<file path="src/rtl/uart_test_sequencer.sv">
// Burst sequencer feeding a UART transmitter from an external counting data generator.
// Optional loopback checker enabled by defining UART_SEQ_CHECK_EN.
module uart_test_sequencer #(
    parameter int unsigned GAP_CYCLES = 16
) (
    input  logic        clk,
    input  logic        rst_n,
    input  logic        enable,
    input  logic [7:0]  burst_len,
    output logic        gen_start,
    input  logic [7:0]  gen_data,
    output logic        tx_valid,
    output logic [7:0]  tx_data,
    input  logic        tx_ready,
    output logic        busy,
    output logic        done,
    output logic [15:0] sent_cnt
`ifdef UART_SEQ_CHECK_EN
    ,
    input  logic        rx_valid,
    input  logic [7:0]  rx_data,
    output logic [7:0]  err_cnt
`endif
);

    typedef enum logic [2:0] {StIdle, StLoad, StSend, StGap, StDone} state_e;

    localparam logic [15:0] GapReload = 16'(GAP_CYCLES - 32'd1);

    state_e      state_q, state_d;
    logic [7:0]  remaining_q, remaining_d;
    logic        continuous_q, continuous_d;
    logic [15:0] gap_q, gap_d;
    logic        tx_valid_q, tx_valid_d;
    logic [7:0]  tx_data_q, tx_data_d;
    logic        gen_start_q, gen_start_d;
    logic        busy_q, busy_d;
    logic        done_q, done_d;
    logic [15:0] sent_cnt_q, sent_cnt_d;
    logic        handshake;

    assign handshake = (state_q == StSend) && tx_valid_q && tx_ready;

    always_comb begin
        state_d      = state_q;
        remaining_d  = remaining_q;
        continuous_d = continuous_q;
        gap_d        = gap_q;
        tx_valid_d   = tx_valid_q;
        tx_data_d    = tx_data_q;
        gen_start_d  = 1'b0;
        sent_cnt_d   = sent_cnt_q;

        unique case (state_q)
            StIdle: begin
                if (enable) begin
                    state_d      = StLoad;
                    remaining_d  = burst_len;
                    continuous_d = (burst_len == 8'd0);
                    sent_cnt_d   = 16'd0;
                end
            end
            StLoad: begin
                tx_data_d  = gen_data;
                tx_valid_d = 1'b1;
                state_d    = StSend;
            end
            StSend: begin
                // enable is ignored here: an offered byte is never withdrawn
                if (handshake) begin
                    tx_valid_d  = 1'b0;
                    gen_start_d = 1'b1;
                    sent_cnt_d  = sent_cnt_q + 16'd1;
                    if (!continuous_q) begin
                        remaining_d = remaining_q - 8'd1;
                    end
                    if (!continuous_q && remaining_q == 8'd1) begin
                        state_d = StDone;
                    end else if (!enable) begin
                        state_d = StIdle;
                    end else begin
                        state_d = StGap;
                        gap_d   = GapReload;
                    end
                end
            end
            StGap: begin
                if (!enable) begin
                    state_d = StIdle;
                end else if (gap_q == 16'd0) begin
                    state_d = StLoad;
                end else begin
                    gap_d = gap_q - 16'd1;
                end
            end
            StDone: begin
                if (!enable) begin
                    state_d = StIdle;
                end
            end
            default: state_d = StIdle;
        endcase

        busy_d = (state_d == StLoad) || (state_d == StSend) || (state_d == StGap);
        done_d = (state_d == StDone) && (state_q != StDone);
    end

    always_ff @(posedge clk or negedge rst_n) begin
        if (!rst_n) begin
            state_q      <= StIdle;
            remaining_q  <= 8'd0;
            continuous_q <= 1'b0;
            gap_q        <= 16'd0;
            tx_valid_q   <= 1'b0;
            tx_data_q    <= 8'd0;
            gen_start_q  <= 1'b0;
            busy_q       <= 1'b0;
            done_q       <= 1'b0;
            sent_cnt_q   <= 16'd0;
        end else begin
            state_q      <= state_d;
            remaining_q  <= remaining_d;
            continuous_q <= continuous_d;
            gap_q        <= gap_d;
            tx_valid_q   <= tx_valid_d;
            tx_data_q    <= tx_data_d;
            gen_start_q  <= gen_start_d;
            busy_q       <= busy_d;
            done_q       <= done_d;
            sent_cnt_q   <= sent_cnt_d;
        end
    end

    assign gen_start = gen_start_q;
    assign tx_valid  = tx_valid_q;
    assign tx_data   = tx_data_q;
    assign busy      = busy_q;
    assign done      = done_q;
    assign sent_cnt  = sent_cnt_q;

`ifdef UART_SEQ_CHECK_EN
    logic       first_q, first_d;
    logic [7:0] expect_q, expect_d;
    logic [7:0] err_q, err_d;

    always_comb begin
        first_d  = first_q;
        expect_d = expect_q;
        err_d    = err_q;
        if (state_q == StIdle && enable) begin
            first_d = 1'b1;
            err_d   = 8'd0;
        end
        // Expected sequence is seeded from the generator on the first byte of a burst
        if (state_q == StLoad && first_q) begin
            first_d  = 1'b0;
            expect_d = gen_data;
        end else if (rx_valid) begin
            expect_d = expect_q + 8'd1;
            if (rx_data != expect_q && err_q != 8'hFF) begin
                err_d = err_q + 8'd1;
            end
        end
    end

    always_ff @(posedge clk or negedge rst_n) begin
        if (!rst_n) begin
            first_q  <= 1'b0;
            expect_q <= 8'd0;
            err_q    <= 8'd0;
        end else begin
            first_q  <= first_d;
            expect_q <= expect_d;
            err_q    <= err_d;
        end
    end

    assign err_cnt = err_q;
`endif

endmodule

</file>
<file path="config.mk">
export PLATFORM = sky130hd
export DESIGN_NAME = uart_test_sequencer
export DESIGN_NICKNAME = d
export VERILOG_FILES = /design/src/rtl/uart_test_sequencer.sv
export SDC_FILE = /design/constraint.sdc
export NUM_CORES = 1
export LEC_CHECK = 0
export BUFFER_PORTS_ARGS = -buffer_cell sky130_fd_sc_hd__clkbuf_2
export CAP_MARGIN = 20
export CORE_ASPECT_RATIO = 1.75
export CORE_MARGIN = 2
export CORE_UTILIZATION = 55
export CTS_CLUSTER_SIZE = 8
export DETAILED_ROUTE_END_ITERATION = 12
export HOLD_SLACK_MARGIN = 0.02
export MAX_ROUTING_LAYER = met4
export PLACE_DENSITY_LB_ADDON = 0.3
export SLEW_MARGIN = 10
export SYNTH_ARGS = -nofsm -noshare
export SYNTH_HDL_FRONTEND = slang
export SYNTH_SLANG_ARGS = --single-unit
</file>
<file path="constraint.sdc">
create_clock -name clk -period 2.8 [get_ports clk]
set_clock_uncertainty 0.1 [all_clocks]
set_input_delay 0 -clock clk [delete_from_list [all_inputs] [get_ports clk]]
set_output_delay 0 -clock clk [all_outputs]
set_load 0.01 [all_outputs]
</file>
==> impl_summary.log, run 1 <==
[metrics] run status: finished, final reports clean
[metrics] Worst Setup Slack post-DPL: 0.257 ns
[metrics] first-pass GRT wire length: 11100 µm
[metrics] number of buffers added by the clock tree synthesis step: 5
[metrics] clock period minus final worst setup slack: 2.63 ns
[metrics] Yosys cell types: 49
[metrics] remaining routing DRC violations: 0
[metrics] initial core utilization: 56.7%
[metrics] estimated wirelength of the detail-placed design: 4450 µm
[metrics] Clock Tree Buf Depth: 2
[metrics] largest area contributor in the netlist: sky130_fd_sc_hd__dfrtp_1
[metrics] final antenna-violating net count: 0
[metrics] highest attainable clock frequency: 380 MHz
[metrics] standard cell core area: 4980 µm²
[metrics] DIE AREA: 5740 µm²
[metrics] Worst Tran Pin Value: 0.697 ns
[metrics] die span in x: 58.1 µm
[metrics] Post-Route M1 WL: 2510 µm
[metrics] final-stage net count: 384
[metrics] Post-Synthesis Cells: 283
[metrics] post-synthesis async set-or-reset flop share: 100%
[metrics] CP max-delay cell: sky130_fd_sc_hd__or4b_2
[metrics] Max IR drop VDD: 723 µV
[metrics] GR Overflow Total: 0
[metrics] fraction of synthesized cell area taken by the top area cell type: 49.7%
[metrics] routed wire length per instance: 15.7 µm
[metrics] # setup viols final: 0
[metrics] ratio of cells with drive above 1 in the final layout: 24.7%
[metrics] minimum hold slack: 0.229 ns
[metrics] TritonCTS sink count: 56
[metrics] synthesized area divided by synthesized cell count: 9.97 µm²
[metrics] Top delay family on crit path: compound AO/OA/AOI/OAI gates
[metrics] total count of hold-check failures in the final report: 0
[metrics] GRT Resource Usage Total: 25.3%
[metrics] classification of the worst setup path: reg2reg
[metrics] Most used DFF post-synth: sky130_fd_sc_hd__dfrtp_1
[metrics] combinational fraction of design power: 39.6%
[metrics] setup repair after global routing missed its margin: no
[metrics] normalized max-slew margin: 53.6%
[metrics] number of enable flip-flop cells after synthesis: 0
[metrics] final worst path period share: 94.1%
[metrics] vertical extent of the die: 98.7 µm
[metrics] Root Buffer Master: sky130_fd_sc_hd__clkbuf_8
[metrics] switching part of the total power: 39.7%
[metrics] Seq pwr share: 44.7%
[metrics] IO buf count: 47
[metrics] routed via count: 2455
[metrics] TritonCTS clock tree: yes
[metrics] average via count per standard cell: 5.92
[metrics] proportion of power drawn by the clock network: 15.7%
[metrics] level count of the clock H-tree: 2
[metrics] drt total wl: 6500 µm
[metrics] Antenna Diode Count: 0
[metrics] Static Leak: 1.60 nW
[metrics] routability congestion estimate from global placement: 0.932
[metrics] detailed route wirelength on metal3: 249 µm
[metrics] endpoint arrival time on the critical path: 2.74 ns
[metrics] Iter 0 DRT Violations: 142
[metrics] number of buffers and inverters on the critical path: 1
[metrics] critical path endpoint category: register
[metrics] boundary pin count: 48
[metrics] delay contributed by the slowest stage of the critical path: 0.60 ns
[metrics] synthesized flop and latch total: 56
[metrics] number of max-cap violations: 0
[metrics] total internal power: 1.72 mW
[metrics] total negative slack: 0 ns
[metrics] clock insertion delay at the later pin of the skew report: 0.31 ns
[metrics] share of the yosys chip area belonging to registers: 49.7%
[metrics] path type of the worst min-delay path: in2async
[metrics] critical path launch point type: register
[metrics] cell chain of the critical path: inv_1 -> ha_1 -> or4b_2 -> o21ai_1 -> a31oi_2 -> o211ai_1 -> nor4_1 -> o21a_1
[metrics] Synthesis Warnings: 0
[metrics] area taken by flip-flops and latches: 1400 µm²
[metrics] layout filler cell count: 385
[metrics] count of pins over their slew limit: 0
[metrics] multi-input gate area in the final layout: 1360 µm²
[metrics] top metal layer carrying routed signals: met4
[metrics] largest net degree at the start of global routing: 57
[metrics] antenna violations before repair: 0
[metrics] crit path max fanout: 9
[metrics] growth of design area from synthesis to finish: 23.2%
[metrics] number of global-route vias before repair: 2495
[metrics] Detailed Routing Iterations Pass 1: 4
[metrics] synthesized cell area: 2820 µm²
[metrics] net count of the mapped netlist: 307
[metrics] met2 wire length: 3570 µm
[metrics] clock transition time at the flip-flop clock pins of the worst setup and hold paths: 0.11 ns
[metrics] top post-synthesis cells by area: sky130_fd_sc_hd__dfrtp_1, sky130_fd_sc_hd__xor2_1, sky130_fd_sc_hd__a21oi_1
[metrics] number of placement rows: 34
[metrics] required time reported for the critical path endpoint: 2.90 ns
[metrics] least setup slack across all paths after layout: 0.165 ns
[metrics] net switching power: 1.14 mW
[metrics] power per cell area: 823 nW/µm²
## final cells by class
class | instances | share of cell area [%]
clock inverter | 3 | 0.684
clock buffer | 5 | 1.98
tap | 54 | 1.94
inverter | 6 | 0.648
multi-input combinational | 212 | 39.2
timing repair buffer | 79 | 15.2
sequential | 56 | 40.3
## Yosys cell counts, types with 4 or more instances
library cell	number
sky130_fd_sc_hd__dfrtp_1	56
sky130_fd_sc_hd__nor2_1	30
sky130_fd_sc_hd__a21oi_1	23
sky130_fd_sc_hd__nand2_1	20
sky130_fd_sc_hd__xor2_1	17
sky130_fd_sc_hd__nand3_1	14
sky130_fd_sc_hd__o21ai_0	13
sky130_fd_sc_hd__or3_1	10
sky130_fd_sc_hd__mux2_2	8
sky130_fd_sc_hd__nor4_1	7
sky130_fd_sc_hd__clkbuf_1	6
sky130_fd_sc_hd__inv_1	6
sky130_fd_sc_hd__nor3_1	6
sky130_fd_sc_hd__or4_1	5
sky130_fd_sc_hd__ha_1	4
sky130_fd_sc_hd__nand4_1	4
sky130_fd_sc_hd__or2_2	4
## tightest hold or removal path, stage by stage
cell and delay, ns:
sky130_fd_sc_hd__dlygate4sd3_1 0.52, sky130_fd_sc_hd__clkbuf_2 0.09, sky130_fd_sc_hd__buf_4 0.53
## cell usage in the layout, fill, tap and decap left out, drive strengths merged, types with 2 or more instances in the layout
cell,n
nor2,30
o31ai,3
o211ai,5
nor3b,4
nand2b,2
a21oi,23
ha,4
o21ai,15
o2111ai,3
buf,11
nand2,20
and2,2
mux2,8
or2,4
or4,5
o21a,2
dfrtp,56
nor4,7
clkbuf,52
o22ai,2
xor2,17
a21o,2
or4b,2
nor3,6
dlygate4sd3,21
clkinvlp,2
or3,12
a31oi,2
and4,2
inv,6
nand3,15
nand4,4
## power groups by stage
stage / logic [mW] / clock network [mW] / registers, mW
2_1_floorplan: 0.726 / 0 / 1.26
3_3_place_gp: 1.06 / 0 / 1.27
3_5_place_dp: 1.09 / 0 / 1.28
4_1_cts: 1.11 / 0.462 / 1.27
5_1_grt: 1.28 / 0.500 / 1.31
6_report: 1.13 / 0.450 / 1.28
## what timing repair did
| item | in CTS | in global routing |
|---|---|---|
| endpoints found under the setup margin | 0 | 2 |
| buffers inserted | 0 | 0 |
| hold buffers | 21 | 0 |
| endpoints found under the hold margin | 75 | 0 |
| gates resized for setup | 0 | 1 |
## sequential cells by signal, indices dropped and copies added, names as in the netlist
name / cells
continuous_q: 1
gap_q: 16
remaining_q: 8
tx_data: 8
sent_cnt: 16
gen_start: 1
busy: 1
done: 1
tx_valid: 1
state_q: 3
## logic make-up (layout without fill, tap and decap cells)
family,Yosys count,after routing,synth area share (%)
buffers and inverters,16,93,2.48
XOR/XNOR,18,18,5.59
flip-flops,56,56,49.7
AND/OR/NAND/NOR,121,121,23.9
adder cells (fa/ha/maj),4,4,1.77
multiplexers,8,8,3.19
AO/OA/AOI/OAI,60,61,13.4
## through the flow
step / instances / cell area, µm² / util [%] / power, mW
2_1_floorplan: 283 / 2820 / - / 1.99
3_3_place_gp: 385 / 3160 / 63.4 / 2.34
3_5_place_dp: 385 / 3160 / 63.4 / 2.37
4_1_cts: 414 / 3460 / 69.5 / 2.85
5_1_grt: 415 / 3470 / 69.8 / 3.09
6_report: 415 / 3470 / 69.8 / 2.86
## worst paths after layout
kind / from / endpoint / slack, ns / cells after the start
max: remaining_q[1]$_DFFE_PN0P_ / gap_q[4]$_DFFE_PN0P_ / 0.17 / 8
min: rst_n / sent_cnt[9]$_DFFE_PN0P_ / 0.23 / 3
max reg2reg: remaining_q[1]$_DFFE_PN0P_ / gap_q[4]$_DFFE_PN0P_ / 0.17 / 8
min reg2reg: tx_data[2]$_DFFE_PN0P_ / tx_data[2]$_DFFE_PN0P_ / 0.41 / 1
max in group asynchronous: rst_n / state_q[2]$_DFF_PN0_ / 1.88 / 3
min in group clk: gen_data[3] / tx_data[3]$_DFFE_PN0P_ / 0.36 / 3
## per-layer routing
metal	vias to the layer above	global-route usage [%]
met3	18	3.81
met5	-	-
met4	0	9.66
met2	73	43.6
met1	1183	28.9
li1	1181	-
Power figures use the tool's default switching activity.
==> run 2: changes to the inputs <==
--- a/config.mk
+++ b/config.mk
@@ -9,7 +9,7 @@
 export CAP_MARGIN = 20
 export CORE_ASPECT_RATIO = 1.75
 export CORE_MARGIN = 2
-export CORE_UTILIZATION = 55
+export CORE_UTILIZATION = 50
 export CTS_CLUSTER_SIZE = 8
 export DETAILED_ROUTE_END_ITERATION = 12
 export HOLD_SLACK_MARGIN = 0.02
==> impl_summary.log, run 2 (synthesized netlist as in run 1, its figures left out) <==
[metrics] run status: finished, final reports clean (unchanged)
[metrics] final antenna-violating net count: 0 (unchanged)
[metrics] Max IR drop VDD: 365 µV (was 723 µV)
[metrics] Clock Tree Buf Depth: 2 (unchanged)
[metrics] standard cell core area: 5500 µm² (was 4980 µm²)
[metrics] layout filler cell count: 474 (was 385)
[metrics] Detailed Routing Iterations Pass 1: 4 (unchanged)
[metrics] classification of the worst setup path: reg2reg (unchanged)
[metrics] multi-input gate area in the final layout: 1350 µm² (was 1360 µm²)
[metrics] number of buffers added by the clock tree synthesis step: 5 (unchanged)
[metrics] critical path endpoint category: register (unchanged)
[metrics] Resize count post-CTS: 0 (unchanged)
[metrics] CP max-delay cell: sky130_fd_sc_hd__or4b_2 (unchanged)
[metrics] most frequent standard cell in the layout excluding fill and tap cells: sky130_fd_sc_hd__dfrtp_1 (unchanged)
[metrics] power after layout: 2.92 mW (was 2.86 mW)
[metrics] cell area reported after detailed placement: 3190 µm² (was 3160 µm²)
[metrics] Static Leak: 1.62 nW (was 1.60 nW)
[metrics] routability congestion estimate from global placement: 0.890 (was 0.932)
[metrics] GR Overflow Total: 0 (unchanged)
[metrics] boundary pin count: 48 (unchanged)
[metrics] power per cell area: 832 nW/µm² (was 823 nW/µm²)
[metrics] normalized max-slew margin: 47.3% (was 53.6%)
[metrics] number of global-route vias before repair: 2424 (was 2495)
[metrics] met3 global-route usage: 3.36% (was 3.81%)
[metrics] critical path launch point type: register (unchanged)
[metrics] cell chain of the critical path: inv_1 -> ha_1 -> or4b_2 -> o21ai_1 -> a31oi_1 -> o211ai_2 -> or4_1 -> a21oi_1 (was inv_1 -> ha_1 -> or4b_2 -> o21ai_1 -> a31oi_2 -> o211ai_1 -> nor4_1 -> o21a_1)
[metrics] required time reported for the critical path endpoint: 2.85 ns (was 2.90 ns)
[metrics] GRT Resource Usage Total: 23.6% (was 25.3%)
[metrics] crit path max fanout: 10 (was 9)
[metrics] first-pass GRT wire length: 11000 µm (was 11100 µm)
[metrics] Root Buffer Master: sky130_fd_sc_hd__clkbuf_8 (unchanged)
[metrics] die span in x: 60.8 µm (was 58.1 µm)
[metrics] setup repair after global routing missed its margin: no (unchanged)
[metrics] ratio of cells with drive above 1 in the final layout: 24.4% (was 24.7%)
[metrics] path type of the worst min-delay path: in2async (unchanged)
[metrics] # setup viols final: 0 (unchanged)
[metrics] final-stage net count: 384 (unchanged)
[metrics] TritonCTS sink count: 56 (unchanged)
[metrics] highest attainable clock frequency: 383 MHz (was 380 MHz)
[metrics] area taken by flip-flops and latches: 1400 µm² (unchanged)
[metrics] IO buf count: 47 (unchanged)
[metrics] clock transition time at the flip-flop clock pins of the worst setup and hold paths: 0.10 ns (was 0.11 ns)
[metrics] antenna violations before repair: 0 (unchanged)
[metrics] vertical extent of the die: 103 µm (was 98.7 µm)
[metrics] most utilized layer in the global route result: met2 (unchanged)
[metrics] routed via count: 2450 (was 2455)
[metrics] initial core utilization: 51.3% (was 56.7%)
[metrics] estimated wirelength of the detail-placed design: 4630 µm (was 4450 µm)
[metrics] Iter 0 DRT Violations: 110 (was 142)
[metrics] DIE AREA: 6280 µm² (was 5740 µm²)
[metrics] final worst path period share: 93.3% (was 94.1%)
[metrics] drt total wl: 6540 µm (was 6500 µm)
[metrics] count of pins over their slew limit: 0 (unchanged)
[metrics] delay contributed by the slowest stage of the critical path: 0.60 ns (about the same)
[metrics] CTS Hold Buffers Added: 21 (unchanged)
[metrics] remaining routing DRC violations: 0 (unchanged)
[metrics] largest net degree at the start of global routing: 31 (was 57)
[metrics] total count of hold-check failures in the final report: 0 (unchanged)
[metrics] clock insertion delay at the later pin of the skew report: 0.31 ns (about the same)
[metrics] level count of the clock H-tree: 2 (unchanged)
[metrics] Worst Tran Pin Value: 0.788 ns (was 0.697 ns)
[metrics] number of max-cap violations: 0 (unchanged)
[metrics] routed wire length per instance: 15.0 µm (was 15.7 µm)
[metrics] cell area after layout: 3510 µm² (was 3470 µm²)
[metrics] TritonCTS clock tree: yes (unchanged)
[metrics] met2 usage in global routing: 41.3% (was 43.6%)
[metrics] most frequent cells in the layout: sky130_fd_sc_hd__dfrtp_1, sky130_fd_sc_hd__clkbuf_2, sky130_fd_sc_hd__nor2_1 (unchanged)
[metrics] Antenna Diode Count: 0 (unchanged)
[metrics] fraction of met1 tracks used by global routing: 26.2% (was 28.9%)
[metrics] endpoint arrival time on the critical path: 2.66 ns (was 2.74 ns)
[metrics] clock period minus final worst setup slack: 2.61 ns (was 2.63 ns)
[metrics] average via count per standard cell: 5.61 (was 5.92)
[metrics] growth of design area from synthesis to finish: 24.5% (was 23.2%)
[metrics] total negative slack: 0 ns (unchanged)
[metrics] number of placement rows: 36 (was 34)
[metrics] post-CTS setup repair buffer count: 0 (unchanged)
-- run 2: cell count changes in the layout (fill, tap and decap cells not counted), sizes merged --
cell      change
bufinv        +1
clkbuf        +1
buf           +1
o211ai        -1
clkinvlp      -2
-- run 2: final cells by class --
cell class | instances | area share, %
Timing Repair Buffer | 80 | 15.3
Clock buffer | 6 | 2.07
Sequential cell | 56 | 39.9
Multi-Input combinational cell | 211 | 38.4
Clock inverter | 2 | 0.998
Tap cell | 76 | 2.71
Inverter | 6 | 0.641
-- run 2: final timing paths --
kind                            slack (ns)  cells after the start                        from                      end
worst max-delay path                  0.19                      8  remaining_q[1]$_DFFE_PN0P_    gap_q[12]$_DFFE_PN0P_
max in group asynchronous             1.70                      3                       rst_n     gap_q[0]$_DFFE_PN0P_
worst min-delay path                  0.18                      2                       rst_n  sent_cnt[9]$_DFFE_PN0P_
min in group clk                      0.37                      3                 gen_data[1]   tx_data[1]$_DFFE_PN0P_
worst min register to register        0.42                      1      tx_data[3]$_DFFE_PN0P_   tx_data[3]$_DFFE_PN0P_
worst max register to register        0.19                      8  remaining_q[1]$_DFFE_PN0P_    gap_q[12]$_DFFE_PN0P_
-- run 2: per-stage QoR --
stage / setup WS, ns / util, % / hold slack (ns) / std cells
2_1_floorplan: 0.393 / - / -0.396 / 283
3_3_place_gp: 0.303 / 58.1 / 0.00256 / 408
3_5_place_dp: 0.228 / 58.1 / 0.0174 / 408
4_1_cts: 0.201 / 63.9 / 0.213 / 437
5_1_grt: 0.0132 / 63.9 / 0.264 / 437
6_report: 0.188 / 63.9 / 0.181 / 437
-- run 2: critical path, delay by kind of cell, from the launching register on --
family,cells,cell delay (ns)
buffers and inverters,1,0.11
AND/OR/NAND/NOR,2,0.78
flip-flops,1,0.39
adder cells (fa/ha/maj),1,0.15
AO/OA/AOI/OAI,4,0.93
-- run 2: where the power goes --
part           total (mW)  switching [mW]  leakage (nW)  internal [mW]
logic                1.13           0.639         0.847          0.490
registers            1.27           0.214         0.719           1.05
clock network       0.524           0.258        0.0552          0.266
total                2.92            1.11          1.62           1.81
-- run 2: metal layers --
| layer | share of wire [%] | up-vias |
|---|---|---|
| li1 | - | 1174 |
| met1 | 39 | 1206 |
| met2 | 55 | 53 |
| met3 | 3.0 | 17 |
| met4 | 2.7 | 0 |
| met5 | 0 | - |
